### src/rtl/switch_debouncer.sv
// ---------------------------------------------------------------------------
// switch_debouncer
//
// Conditions raw slide-switch levels before they reach the display logic.
// Each switch bit passes through a two-flop synchronizer and then a per-bit
// stability counter. A bit of SW_DB only adopts a new value once the
// synchronized switch has disagreed with it for STABLE_CYCLES consecutive
// clocks. Any cycle of agreement throws the partial count away, so bounce
// and short glitches never reach SW_DB.
//
// Ports:
//   CLOCK_50    in   1        system clock, all logic on the rising edge
//   reset       in   1        synchronous, active-high reset
//   SW          in   NUM_SW   raw asynchronous switch levels
//   SW_DB       out  NUM_SW   debounced switch levels (registered)
//   SW_RISE     out  NUM_SW   one-cycle pulse when an SW_DB bit goes 0->1
//   SW_FALL     out  NUM_SW   one-cycle pulse when an SW_DB bit goes 1->0
//   SW_CHANGED  out  1        OR of all rise/fall pulses, same cycle
//
// Parameters:
//   NUM_SW         number of switch bits handled
//   STABLE_CYCLES  consecutive disagreeing cycles needed to flip SW_DB (>= 2)
//   CNT_W          per-bit counter width, must hold STABLE_CYCLES-1
// ---------------------------------------------------------------------------
module switch_debouncer #(
   parameter int unsigned NUM_SW        = 6,
   parameter int unsigned STABLE_CYCLES = 500000,
   parameter int unsigned CNT_W         = 19
) (
   input  logic              CLOCK_50,
   input  logic              reset,
   input  logic [0:NUM_SW-1] SW,
   output logic [0:NUM_SW-1] SW_DB,
   output logic [0:NUM_SW-1] SW_RISE,
   output logic [0:NUM_SW-1] SW_FALL,
   output logic              SW_CHANGED
);

   // Terminal count: once a bit has disagreed for this many edges already,
   // one more disagreeing edge commits the new level.
   localparam logic [CNT_W-1:0] CNT_LAST = CNT_W'(STABLE_CYCLES - 1);

   logic [0:NUM_SW-1] sync1;
   logic [0:NUM_SW-1] sync2;
   logic [CNT_W-1:0]  cnt      [NUM_SW];
   logic [CNT_W-1:0]  cnt_next [NUM_SW];
   logic [0:NUM_SW-1] db_next;
   logic [0:NUM_SW-1] rise_next;
   logic [0:NUM_SW-1] fall_next;

   // Two-flop synchronizer for the asynchronous switch inputs. Only sync2
   // is ever looked at downstream, sync1 is allowed to go metastable.
   always_ff @(posedge CLOCK_50) begin
      if (reset) begin
         sync1 <= '0;
         sync2 <= '0;
      end else begin
         sync1 <= SW;
         sync2 <= sync1;
      end
   end

   // Per-bit stability decision. Every bit is evaluated on its own: agreement
   // with SW_DB clears the counter, disagreement either advances it or, at
   // the terminal count, commits the new level and raises the matching pulse.
   // The counter is cleared on commit so it never runs past CNT_LAST.
   always_comb begin
      db_next   = SW_DB;
      rise_next = '0;
      fall_next = '0;
      for (int i = 0; i < int'(NUM_SW); i++) begin
         cnt_next[i] = '0;
         if (sync2[i] != SW_DB[i]) begin
            if (cnt[i] == CNT_LAST) begin
               db_next[i]   = sync2[i];
               rise_next[i] = sync2[i];
               fall_next[i] = ~sync2[i];
            end else begin
               cnt_next[i] = cnt[i] + CNT_W'(1);
            end
         end
      end
   end

   // Output and counter registers. Pulses are registered together with the
   // new SW_DB value so they line up with the first cycle SW_DB shows it.
   // Reset wins over everything, including any count in progress.
   always_ff @(posedge CLOCK_50) begin
      if (reset) begin
         SW_DB      <= '0;
         SW_RISE    <= '0;
         SW_FALL    <= '0;
         SW_CHANGED <= 1'b0;
         for (int i = 0; i < int'(NUM_SW); i++) begin
            cnt[i] <= '0;
         end
      end else begin
         SW_DB      <= db_next;
         SW_RISE    <= rise_next;
         SW_FALL    <= fall_next;
         SW_CHANGED <= |{rise_next, fall_next};
         for (int i = 0; i < int'(NUM_SW); i++) begin
            cnt[i] <= cnt_next[i];
         end
      end
   end

endmodule

### config.mk
export PLATFORM = sky130hd
export DESIGN_NAME = switch_debouncer
export DESIGN_NICKNAME = d
export VERILOG_FILES = /design/src/rtl/switch_debouncer.sv
export SDC_FILE = /design/constraint.sdc
export NUM_CORES = 1
export LEC_CHECK = 0
export ABC_AREA = 1
export CORE_AREA = 2 2 107 109
export CTS_BUF_LIST = sky130_fd_sc_hd__clkbuf_2 sky130_fd_sc_hd__clkbuf_4 sky130_fd_sc_hd__clkbuf_8
export DETAILED_ROUTE_END_ITERATION = 7
export DIE_AREA = 0 0 109 111
export PLACE_DENSITY = 0.78
export SYNTH_ARGS = -nofsm -noshare
export SYNTH_HDL_FRONTEND = slang
export SYNTH_SLANG_ARGS = --single-unit
### constraint.sdc
create_clock -name CLOCK_50 -period 4 [get_ports CLOCK_50]
set_clock_uncertainty 0.1 [all_clocks]
set_input_delay 0.8 -clock CLOCK_50 [delete_from_list [all_inputs] [get_ports CLOCK_50]]
set_output_delay 0.8 -clock CLOCK_50 [all_outputs]
set_load 0.05 [all_outputs]
* Word-level counts from Yosys, hierarchy flattened
Memories as Yosys holds them, arrays and structs flattened.
Cells that the tools add are included.
** Word-level totals
- Bits of input ports :: 8
- Output and inout bits :: 19
- Memories :: 1
- RAM bits :: 114
- Word-level logic and storage cells :: 94
- Register bits after elaboration :: 31
** Operators by class
- $add $sub $neg :: 6
- Muxes and demuxes :: 45
- Reductions and logical operators :: 7
- Equality and inequality tests :: 12
- Bitwise logic cells :: 12
** Memories
- cnt :: words 6, bits a word 19, rd ports 6, clocked after Yosys merged registers in 0, wr ports 6, RTL line 45 : logic [CNT_W-1:0] cnt [NUM_SW];
** Operator list (number)
- 19-bit two-way mux :: 18
- 19-bit by 1-bit adder with 19-bit output, second input constant :: 6
- 19-bit == test, second input constant :: 6
- 1-bit two-way mux :: 27
- 2-bit AND reduction :: 6
- 12-bit OR reduction :: 1
- 1-bit != test :: 6
- 1-bit NOT :: 6
- 1-bit OR :: 6

* Depth between registers and ports, before layout
Gate-level depths: netlist of the first run.
- Depth after elaboration :: 4
- Gate-level depth with buffers :: 11

* Least setup slack after synthesis of the first run
OpenSTA, ideal clock, no wires.
- Kind :: input to register
- Start point :: in reset
- End point :: mem cnt[3][9]
- Setup time :: 117 ps
- Stages on the path :: 5
- Data arrival time :: 1538 ps
- Slack :: 2245 ps
- Cell sequence :: clkbuf_1 -> nor2_1 -> nand2_1 -> buf_2 -> nor2_1
** RTL lines
- start: declaration :: RTL line 31 : input logic reset,
- end: declaration :: RTL line 45

* Worst setup path after layout of the first run
- Start point :: reg SW_DB[2] (netlist name)
- End point :: out SW_DB[2] (netlist name)
** RTL lines
- start: declaration :: RTL line 33 : output logic [0:NUM_SW-1] SW_DB,
- start signal: assignment :: RTL line 98 : SW_DB <= db_next;
No word-level cell between the ends.

==> impl_metrics.py, run 1 <==
metrics = {
    "outcome": {
        "status": "completed",
    },
    "synth": {
        "synth-seq-cells": 145,
        "synthCells": 879,
        "yosysTopAreaCell": "dfxtp_1",
        "netlist_top_cells_area": "dfxtp_1 45%, nor2_1 9.3%, nand2_1 8.6%, inv_1 7.4%, xor2_1 5.1%",
        "yosys_warnings": 0,
        "synth-xor-area-share": 0.0622,
        "synth_area_per_cell_um2": 7.36,
        "seq_area_frac_synth": 0.448,
        "synth_top_family_by_area": "simple AND/OR/NAND/NOR gates",
        "synth-compound-area-share": 0.0597,
        "synthAdderAreaFrac": 0.0116,
        "synth_area_um2": 6470,
        "synthSimpleGateAreaFrac": 0.335,
        "ys_types": 37,
        "synth_mux_area_frac": 0,
        "yosysTopAreaCellShare": 0.448,
        "synthesis.nets": 893,
    },
    "timing": {
        "post-route-min-period_ns": 2.57,
        "max_slew_margin": 0.449,
        "worst-slew-pin-transition_ns": 0.823,
        "finalSetupTns_ns": 0,
        "max_freq_mhz": 389,
        "rsz0062_at_grt": "false",
        "fin_crit_sh": 0.642,
        "final-max-slew-violation-count": 0,
        "finalSetupViolations": 0,
        "hold_violations": 0,
    },
    "power_and_ir_drop": {
        "netSwitchingFraction": 0.208,
        "clockPowerShare": 0.440,
        "p_switching_uw": 553,
        "p_int_uw": 2110,
        "p_leak_uw": 0.00271,
        "power.density_nw_per_um2": 366,
        "comb_power_share": 0.014,
        "power_frac_seq": 0.546,
        "peakVddDrop_mv": 0.227,
    },
    "clock_tree": {
        "cts_buffers": 17,
        "cts_sinks": 145,
        "htreeDepth": 4,
        "hold_buffers": 0,
        "cts_root_buf": "clkbuf_8",
        "clk_latency_ns": 0.45,
        "clk_pin_slew_ns": 0.08,
        "ctsResizeCount": 0,
        "cts_setup_buffers": 0,
        "clockBufferDepth": 2,
        "cts_tree": "built",
    },
    "critical_path": {
        "worst-setup-path-type": "flip-flop to output port",
        "cp_max_fo": 3,
        "crit_path_top_delay_cell": "clkdlybuf4s50_1",
        "startpoint": "SW_DB[2]",
        "rr_startpoint": "cnt[2][0]",
        "required_ns": 3.10,
        "crit_arrival_ns": 1.67,
        "reg2reg_to": "cnt[2][11]",
        "cp_cell_sequence": "clkdlybuf4s50_1",
        "ff2ff_path_depth": 8,
        "path_buf_inv": 1,
        "critPathCapture": "SW_DB[2]",
        "critical_path_depth": 1,
        "crit_path_end_kind": "output port",
        "cp_top_family": "buffers and inverters",
        "startpoint_type": "flip-flop",
        "max_stage_delay_ns": 0.83,
        "r2r_slack_ns": 1.83,
    },
    "global_route": {
        "grt_max_degree": 20,
        "grt_first_pass_wirelength_mm": 21.0,
        "gr-total-overflow": 0,
        "antenna_found_initial": 0,
        "grt_pass1_vias": 4799,
        "grt_use_total": 0.216,
    },
    "layout": {
        "nNetsFinal": 929,
        "syn2layout_area_growth_pct": 12.4,
        "layout-drive-gt1-share": 0.0853,
        "postLayoutCellArea_um2": 7270,
        "fillers": 972,
        "final-seq-area_um2": 2900,
        "diodes": 0,
        "multi_input_area_um2": 3030,
    },
    "min_path": {
        "hold_class": "flip-flop to flip-flop",
    },
    "die": {
        "die_y_um": 111,
        "die_x_um": 109,
        "num_rows": 39,
        "core_um2": 11100,
        "start_util": 0.584,
        "io_pins": 27,
        "fp.dieArea_um2": 12100,
    },
    "run": {
        "max_cap_violations": 0,
    },
    "routing": {
        "drc": 0,
        "drt-total-wl_mm": 11.9,
        "post_drt_wl_per_cell_um": 11.1,
        "via_per_inst": 4.93,
        "vias": 5266,
        "firstDrtPassIters": 4,
        "drt_iter0_drc": 296,
        "postRouteAntennaNets": 0,
    },
    "place": {
        "gp_congestion": 0.861,
        "placed_area_um2": 6870,
        "place_hpwl_mm": 8.53,
        "portBuffers": 26,
    },
}
how the worst min path moves through the flow:
stage,slack [ns],cells after the start,endpoint,startpoint
after floorplan,0.29,2,sync2[0],sync1[0]
after global placement,0.29,2,sync2[5],sync1[5]
after detailed placement,0.30,2,sync2[2],sync1[2]
after CTS,0.30,2,sync2[0],sync1[0]
after global routing,0.31,2,sync2[0],sync1[0]
final,0.31,2,sync2[0],sync1[0]
power by group through the flow:
stage | sequential, µW | clock [µW] | combinational [µW]
CTS | 1450 | 1200 | 37.6
detailed placement | 1490 | 0 | 37.4
global placement | 1490 | 0 | 36.7
global route | 1450 | 1270 | 42.5
floorplan | 1490 | 0 | 23.9
finish | 1450 | 1170 | 37.0
registers in the layout (all words and copies together) (netlist names):
register,count
sync2,6
cnt,114
SW_CHANGED,1
SW_DB,6
SW_RISE,6
sync1,6
SW_FALL,6
placed cells by master (no fill, tap or decap), types with 2 or more instances in the layout:
cell type	n
a31oi_1	3
clkinv_2	3
nor2_2	15
nand4_1	19
nand2_2	5
dfxtp_1	145
nand3b_1	2
nor3_1	28
clkinvlp_4	3
nand3_1	53
nor3_4	2
clkdlybuf4s50_1	26
o21a_1	3
or2_2	7
nor2_1	161
o21ai_0	22
nand2_1	148
xnor2_1	8
and3_1	2
nor3_2	3
ha_1	6
xor2_1	38
inv_1	127
nor4_1	3
nor3b_1	8
bufinv_16	3
nand3_2	11
or2_0	3
clkbuf_8	19
a21oi_1	38
cell usage after synthesis (all sizes together):
cell    number
nor2       176
nand2      153
dfxtp      145
inv        128
nand3       64
a21oi       39
xor2        38
nor3        33
o21ai       22
nand4       20
or2         11
nor3b        8
xnor2        8
buf          7
ha           6
a31oi        3
clkbuf       3
nor4         3
o21a         3
and3         2
nand3b       2
a211oi       1
a31o         1
clkinv       1
o211ai       1
o31ai        1
final cells by class:
cell class | instances | area share
Clock buffer | 20 | 0.0370
Clock inverter | 10 | 0.0188
Inverter | 129 | 0.0666
Multi-Input combinational cell | 595 | 0.417
Sequential cell | 145 | 0.399
Tap cell | 143 | 0.0246
Timing Repair Buffer | 27 | 0.0368
logic make-up (layout without fill, tap and decap cells):
group | Yosys count | in the layout
DFF | 145 | 145
adders and majority gates | 6 | 6
xor gates and xnor gates | 46 | 46
and+or+nand+nor | 472 | 472
AOI/OAI and AO/OA | 71 | 71
buffers and inverters | 139 | 186
routing by layer:
layer / GRT usage / share of wire / up-vias
li1: - / - / 2847
met1: 0.284 / 0.49 / 2328
met2: 0.331 / 0.45 / 68
met3: 0.0647 / 0.033 / 23
met4: 0.0872 / 0.020 / 0
met5: 0 / 0 / -
metrics by stage:
| step | power (µW) | worst slack, ns | instances | utilization | hold WS (ns) |
|---|---|---|---|---|---|
| 6_report | 2660 | 1.43 | 1069 | 0.657 | 0.307 |
| 5_1_grt | 2760 | 1.32 | 1069 | 0.657 | 0.307 |
| 4_1_cts | 2690 | 1.39 | 1069 | 0.657 | 0.305 |
| 3_5_place_dp | 1520 | 1.07 | 1039 | 0.620 | 0.297 |
| 3_3_place_gp | 1520 | 1.13 | 1039 | 0.620 | 0.289 |
| 2_1_floorplan | 1510 | 2.25 | 879 | - | 0.288 |
worst min-delay path: stages, from the launching register on:
cell and delay [ns]:
dfxtp_1 0.30, inv_1 0.04, nor2_1 0.03
Power figures use the tool's default switching activity.
==> run 2: changes to the inputs <==
CORE_AREA = 2 2 110 112   (was 2 2 107 109)
DIE_AREA = 0 0 112 114   (was 0 0 109 111)
PLACE_DENSITY = 0.77   (was 0.78)
clock period = 2.2 ns   (was 4 ns; I/O delays follow)
==> impl_metrics.py, run 2 (synthesis gave the netlist of run 1 again) <==
metrics = {
    "critical_path": {
        "rr_startpoint": "cnt[2][0]",
        "critical_path_depth": 1,
        "cp_top_family": "buffers and inverters",
        "crit_arrival_ns": 1.61,
        "worst-setup-path-type": "flip-flop to output port",
        "cp_cell_sequence": "clkdlybuf4s50_1",
        "cp_max_fo": 1,
        "required_ns": 1.66,
        "ff2ff_path_depth": 8,
        "max_stage_delay_ns": 0.81,
        "startpoint": "SW_RISE[2]",
        "startpoint_type": "flip-flop",
        "crit_path_top_delay_cell": "clkdlybuf4s50_1",
        "crit_path_end_kind": "output port",
        "path_buf_inv": 1,
    },
    "die": {
        "io_pins": 27,
        "fp.dieArea_um2": 12800,
        "die_x_um": 112,
        "die_y_um": 114,
        "start_util": 0.553,
        "core_um2": 11700,
        "num_rows": 40,
    },
    "routing": {
        "post_drt_wl_per_cell_um": 11.2,
        "vias": 5313,
        "drt-total-wl_mm": 12.1,
        "firstDrtPassIters": 5,
        "postRouteAntennaNets": 0,
        "via_per_inst": 4.91,
        "drt_iter0_drc": 412,
        "drc": 0,
    },
    "global_route": {
        "grt_use_total": 0.202,
        "grt_first_pass_wirelength_mm": 20.9,
        "antenna_found_initial": 0,
        "grt_max_degree": 20,
        "grt_pass1_vias": 4783,
        "gr-total-overflow": 0,
    },
    "layout": {
        "final-seq-area_um2": 2900,
        "final_common_cell": "nor2_1",
        "postLayoutCellArea_um2": 7380,
        "largest_reg_flops": 114,
        "layout_common_cells": "161 x nor2_1, 147 x nand2_1, 145 x dfxtp_1",
        "syn2layout_area_growth_pct": 14.0,
        "nNetsFinal": 937,
        "fillers": 1065,
        "diodes": 0,
        "multi_input_area_um2": 3040,
        "layout-drive-gt1-share": 0.0962,
        "largest_register": "cnt",
    },
    "min_path": {
        "hold_depth": 2,
        "worstHoldStart": "sync1[2]",
        "hold_class": "flip-flop to flip-flop",
    },
    "clock_tree": {
        "clockBufferDepth": 2,
        "htreeDepth": 4,
        "clk_pin_slew_ns": 0.08,
        "cts_buffers": 17,
        "cts_root_buf": "clkbuf_8",
        "cts_tree": "built",
        "cts_sinks": 145,
        "clk_latency_ns": 0.45,
    },
    "place": {
        "placed_area_um2": 6950,
        "portBuffers": 26,
        "gp_congestion": 0.833,
        "place_hpwl_mm": 8.73,
    },
    "power_and_ir_drop": {
        "p_leak_uw": 0.00281,
        "power.density_nw_per_um2": 677,
        "peakVddDrop_mv": 0.492,
    },
    "timing": {
        "finalSetupTns_ns": 0,
        "rsz0062_at_grt": "false",
        "worst-slew-pin-transition_ns": 0.801,
        "finalSetupViolations": 0,
        "hold-worst-slack_ns": 0.307,
        "hold_violations": 0,
        "fin_crit_sh": 0.978,
        "max_freq_mhz": 465,
        "final-max-slew-violation-count": 0,
        "post-route-min-period_ns": 2.15,
        "max_slew_margin": 0.464,
    },
    "outcome": {
        "status": "completed",
    },
    "run": {
        "max_cap_violations": 0,
    },
}
[run 2: cell count changes in the layout (fill, tap and decap cells not counted), moves of 2 or more]
cell and delta:
buf_4 +7, clkdlybuf4s50_1 -7, clkinv_4 +2, dlygate4sd2_1 +6
[run 2: worst paths after layout]
path	endpoint	slack (ns)
setup / recovery	SW_RISE[2]	0.05
hold / removal	sync2[2]	0.31
setup reg to reg	cnt[2][7]	0.29
hold reg to reg	sync2[2]	0.31
[run 2: area by class of cell]
class	instances	area share
multi-input cells	595	0.411
flip-flops and latches	145	0.393
inverters	129	0.0656
repair buffers	35	0.0454
clock buffers	18	0.0336
clock inverters	14	0.0256
well taps	147	0.0249
[run 2: repair_timing]
item,4_1_cts,5_1_grt
endpoints found under the setup margin,6,2
resized for setup,6,2
buffers inserted,0,0
hold buffers,0,0
[run 2: where the power goes]
group	switching (µW)	internal [µW]	leakage (µW)	total, µW
registers	7.11	2640	0.00117	2640
logic	47.2	31.9	0.00142	79.1
clock network	1010	1260	0.000214	2270
[run 2: stage by stage]
stage	util	total power [µW]	worst slack (ns)	cells
2_1_floorplan	-	2750	0.544	879
3_3_place_gp	0.593	2780	0.0398	1051
3_5_place_dp	0.593	2780	-0.0259	1051
4_1_cts	0.630	5050	0.00783	1083
5_1_grt	0.630	5180	0.00297	1083
6_report	0.630	4990	0.0493	1083
[run 2: routing by layer]
| metal | GRT usage | routed length, µm | vias to the layer above |
|---|---|---|---|
| met3 | 0.0606 | 463 | 18 |
| met2 | 0.326 | 5540 | 83 |
| met5 | 0 | 0 | - |
| met1 | 0.260 | 5960 | 2344 |
| met4 | 0.0699 | 176 | 0 |
| li1 | - | - | 2868 |
==> run 3: changes to the inputs <==
GPL_ROUTABILITY_DRIVEN = 1   (was not set)
clock period = 1.9 ns   (was 2.2 ns; I/O delays follow)
==> impl_metrics.py, run 3 (synthesis gave the netlist of run 1 again) <==
metrics = {
    "power_and_ir_drop": {
        "power.density_nw_per_um2": 774,
        "peakVddDrop_mv": 0.787,
        "p_leak_uw": 0.00292,
        "total_power_uw": 5860,
    },
    "global_route": {
        "grt_first_pass_wirelength_mm": 21.4,
        "grt_pass1_vias": 4948,
        "antenna_found_initial": 0,
        "grt_use_total": 0.206,
        "gr-total-overflow": 0,
        "grt_max_degree": 17,
    },
    "critical_path": {
        "crit_arrival_ns": 2.06,
        "crit_top_cell": "nand2_1",
        "cp_top_family": "simple AND/OR/NAND/NOR gates",
        "rr_startpoint": "cnt[2][1]",
        "ff2ff_path_depth": 9,
        "crit_path_end_kind": "flip-flop",
        "crit_path_top_delay_cell": "dfxtp_1",
        "startpoint": "cnt[2][1]",
        "cp_cell_sequence": "ha_1 > nand2_1 > nor2_2 > nand4_1 > nor2_4 > nand2_1 > nor2_1 > nand2_1 > a21oi_1",
        "max_stage_delay_ns": 0.37,
        "cp_max_fo": 4,
        "path_buf_inv": 0,
        "critical_path_depth": 9,
        "critPathCapture": "cnt[2][14]",
        "reg2reg_to": "cnt[2][14]",
        "worst-setup-path-type": "flip-flop to flip-flop",
        "required_ns": 2.18,
        "r2r_slack_ns": 0.12,
        "startpoint_type": "flip-flop",
    },
    "layout": {
        "final-seq-area_um2": 2910,
        "layout_common_cells": "156 x nor2_1, 148 x nand2_1, 143 x dfxtp_1",
        "multi_input_area_um2": 3110,
        "fillers": 1003,
        "largest_register": "cnt",
        "syn2layout_area_growth_pct": 17.1,
        "postLayoutCellArea_um2": 7580,
        "diodes": 0,
        "final_common_cell": "nor2_1",
        "largest_reg_flops": 114,
        "nNetsFinal": 955,
        "stdcell_count": 1101,
        "layout-drive-gt1-share": 0.146,
    },
    "timing": {
        "max_freq_mhz": 561,
        "hold_violations": 0,
        "post-route-min-period_ns": 1.78,
        "fin_crit_sh": 0.938,
        "finalSetupViolations": 0,
        "max_slew_margin": 0.763,
        "finalSetupTns_ns": 0,
        "final-max-slew-violation-count": 0,
        "worst-slew-pin-transition_ns": 0.352,
        "hold-worst-slack_ns": 0.302,
    },
    "die": {
        "fp.dieArea_um2": 12800,
        "num_rows": 40,
        "start_util": 0.553,
        "die_y_um": 114,
        "core_um2": 11700,
        "io_pins": 27,
        "die_x_um": 112,
    },
    "place": {
        "placed_area_um2": 7010,
        "place_hpwl_mm": 8.94,
        "portBuffers": 26,
        "dp_cells": 1064,
        "gp_congestion": 0.883,
    },
    "clock_tree": {
        "hold_buffers": 0,
        "clockBufferDepth": 2,
        "htreeDepth": 4,
        "clk_pin_slew_ns": 0.07,
        "cts_sinks": 145,
        "cts_tree": "built",
        "cts_buffers": 17,
        "clk_latency_ns": 0.45,
        "cts_root_buf": "clkbuf_8",
    },
    "routing": {
        "via_per_inst": 4.92,
        "firstDrtPassIters": 8,
        "vias": 5412,
        "post_drt_wl_per_cell_um": 11.4,
        "drt_iter0_drc": 329,
        "drt-total-wl_mm": 12.5,
        "postRouteAntennaNets": 0,
        "drc": 0,
    },
    "min_path": {
        "hold_class": "flip-flop to flip-flop",
    },
    "run": {
        "max_cap_violations": 0,
    },
    "outcome": {
        "status": "completed",
    },
}
-- run 3: changes by cell type in the layout (fill, tap and decap cells not counted), moves of 3 or more --
cell             before  now
buf_4                 8   44
clkdlybuf4s50_1      19    7
nor2_4                0    6
ha_2                  0    3
clkbuf_4              0    8
dlygate4sd2_1         6    0
clkinv_2              4    1
clkinvlp_4            3    0
ha_1                  6    3
clkinv_4              3    0
nor2_1              161  156
-- run 3: area by class of cell --
type / count / area share
repair buffers: 53 / 0.0581
flip-flops and latches: 145 / 0.383
clock buffers: 27 / 0.0424
multi-input cells: 595 / 0.411
clock inverters: 5 / 0.0165
well taps: 147 / 0.0243
inverters: 129 / 0.0642
-- run 3: tightest hold or removal path, cell delays in order (launching register included) --
cell	delay [ns]
dfxtp_1	0.30
inv_1	0.04
nor2_1	0.03
-- run 3: worst min path at each step --
stage / startpoint / endpoint / slack (ns) / cells after the start
CTS: sync1[2] / sync2[2] / 0.31 / 2
detailed placement: sync1[0] / sync2[0] / 0.30 / 2
floorplan: sync1[0] / sync2[0] / 0.29 / 2
finish: sync1[2] / sync2[2] / 0.30 / 2
global route: sync1[2] / sync2[2] / 0.32 / 2
global placement: sync1[1] / sync2[1] / 0.29 / 2
-- run 3: power by group --
group	leakage [µW]	internal (µW)	switching (µW)
clock	0.000234	1620	1080
combinational	0.00151	43.3	55.9
sequential	0.00117	3050	8.44
-- run 3: routing by layer --
metal | global-route usage | up-vias | wire, µm
li1 | - | 2914 | -
met1 | 0.263 | 2383 | 5970
met2 | 0.334 | 92 | 5820
met3 | 0.0521 | 23 | 423
met4 | 0.0854 | 0 | 282
met5 | 0 | - | 0
-- run 3: repair_timing --
action                     4_1_cts  5_1_grt
buffers inserted                 0        5
gates resized for setup          0       23
setup endpoints to repair        0       40
-- run 3: metrics by stage --
| step | setup WS, ns | utilization |
|---|---|---|
| global placement | 0.0507 | 0.598 |
| detailed placement | -0.0196 | 0.598 |
| floorplan | 0.244 | - |
| global route | -0.00570 | 0.647 |
| finish | 0.117 | 0.647 |
| CTS | 0.0495 | 0.637 |
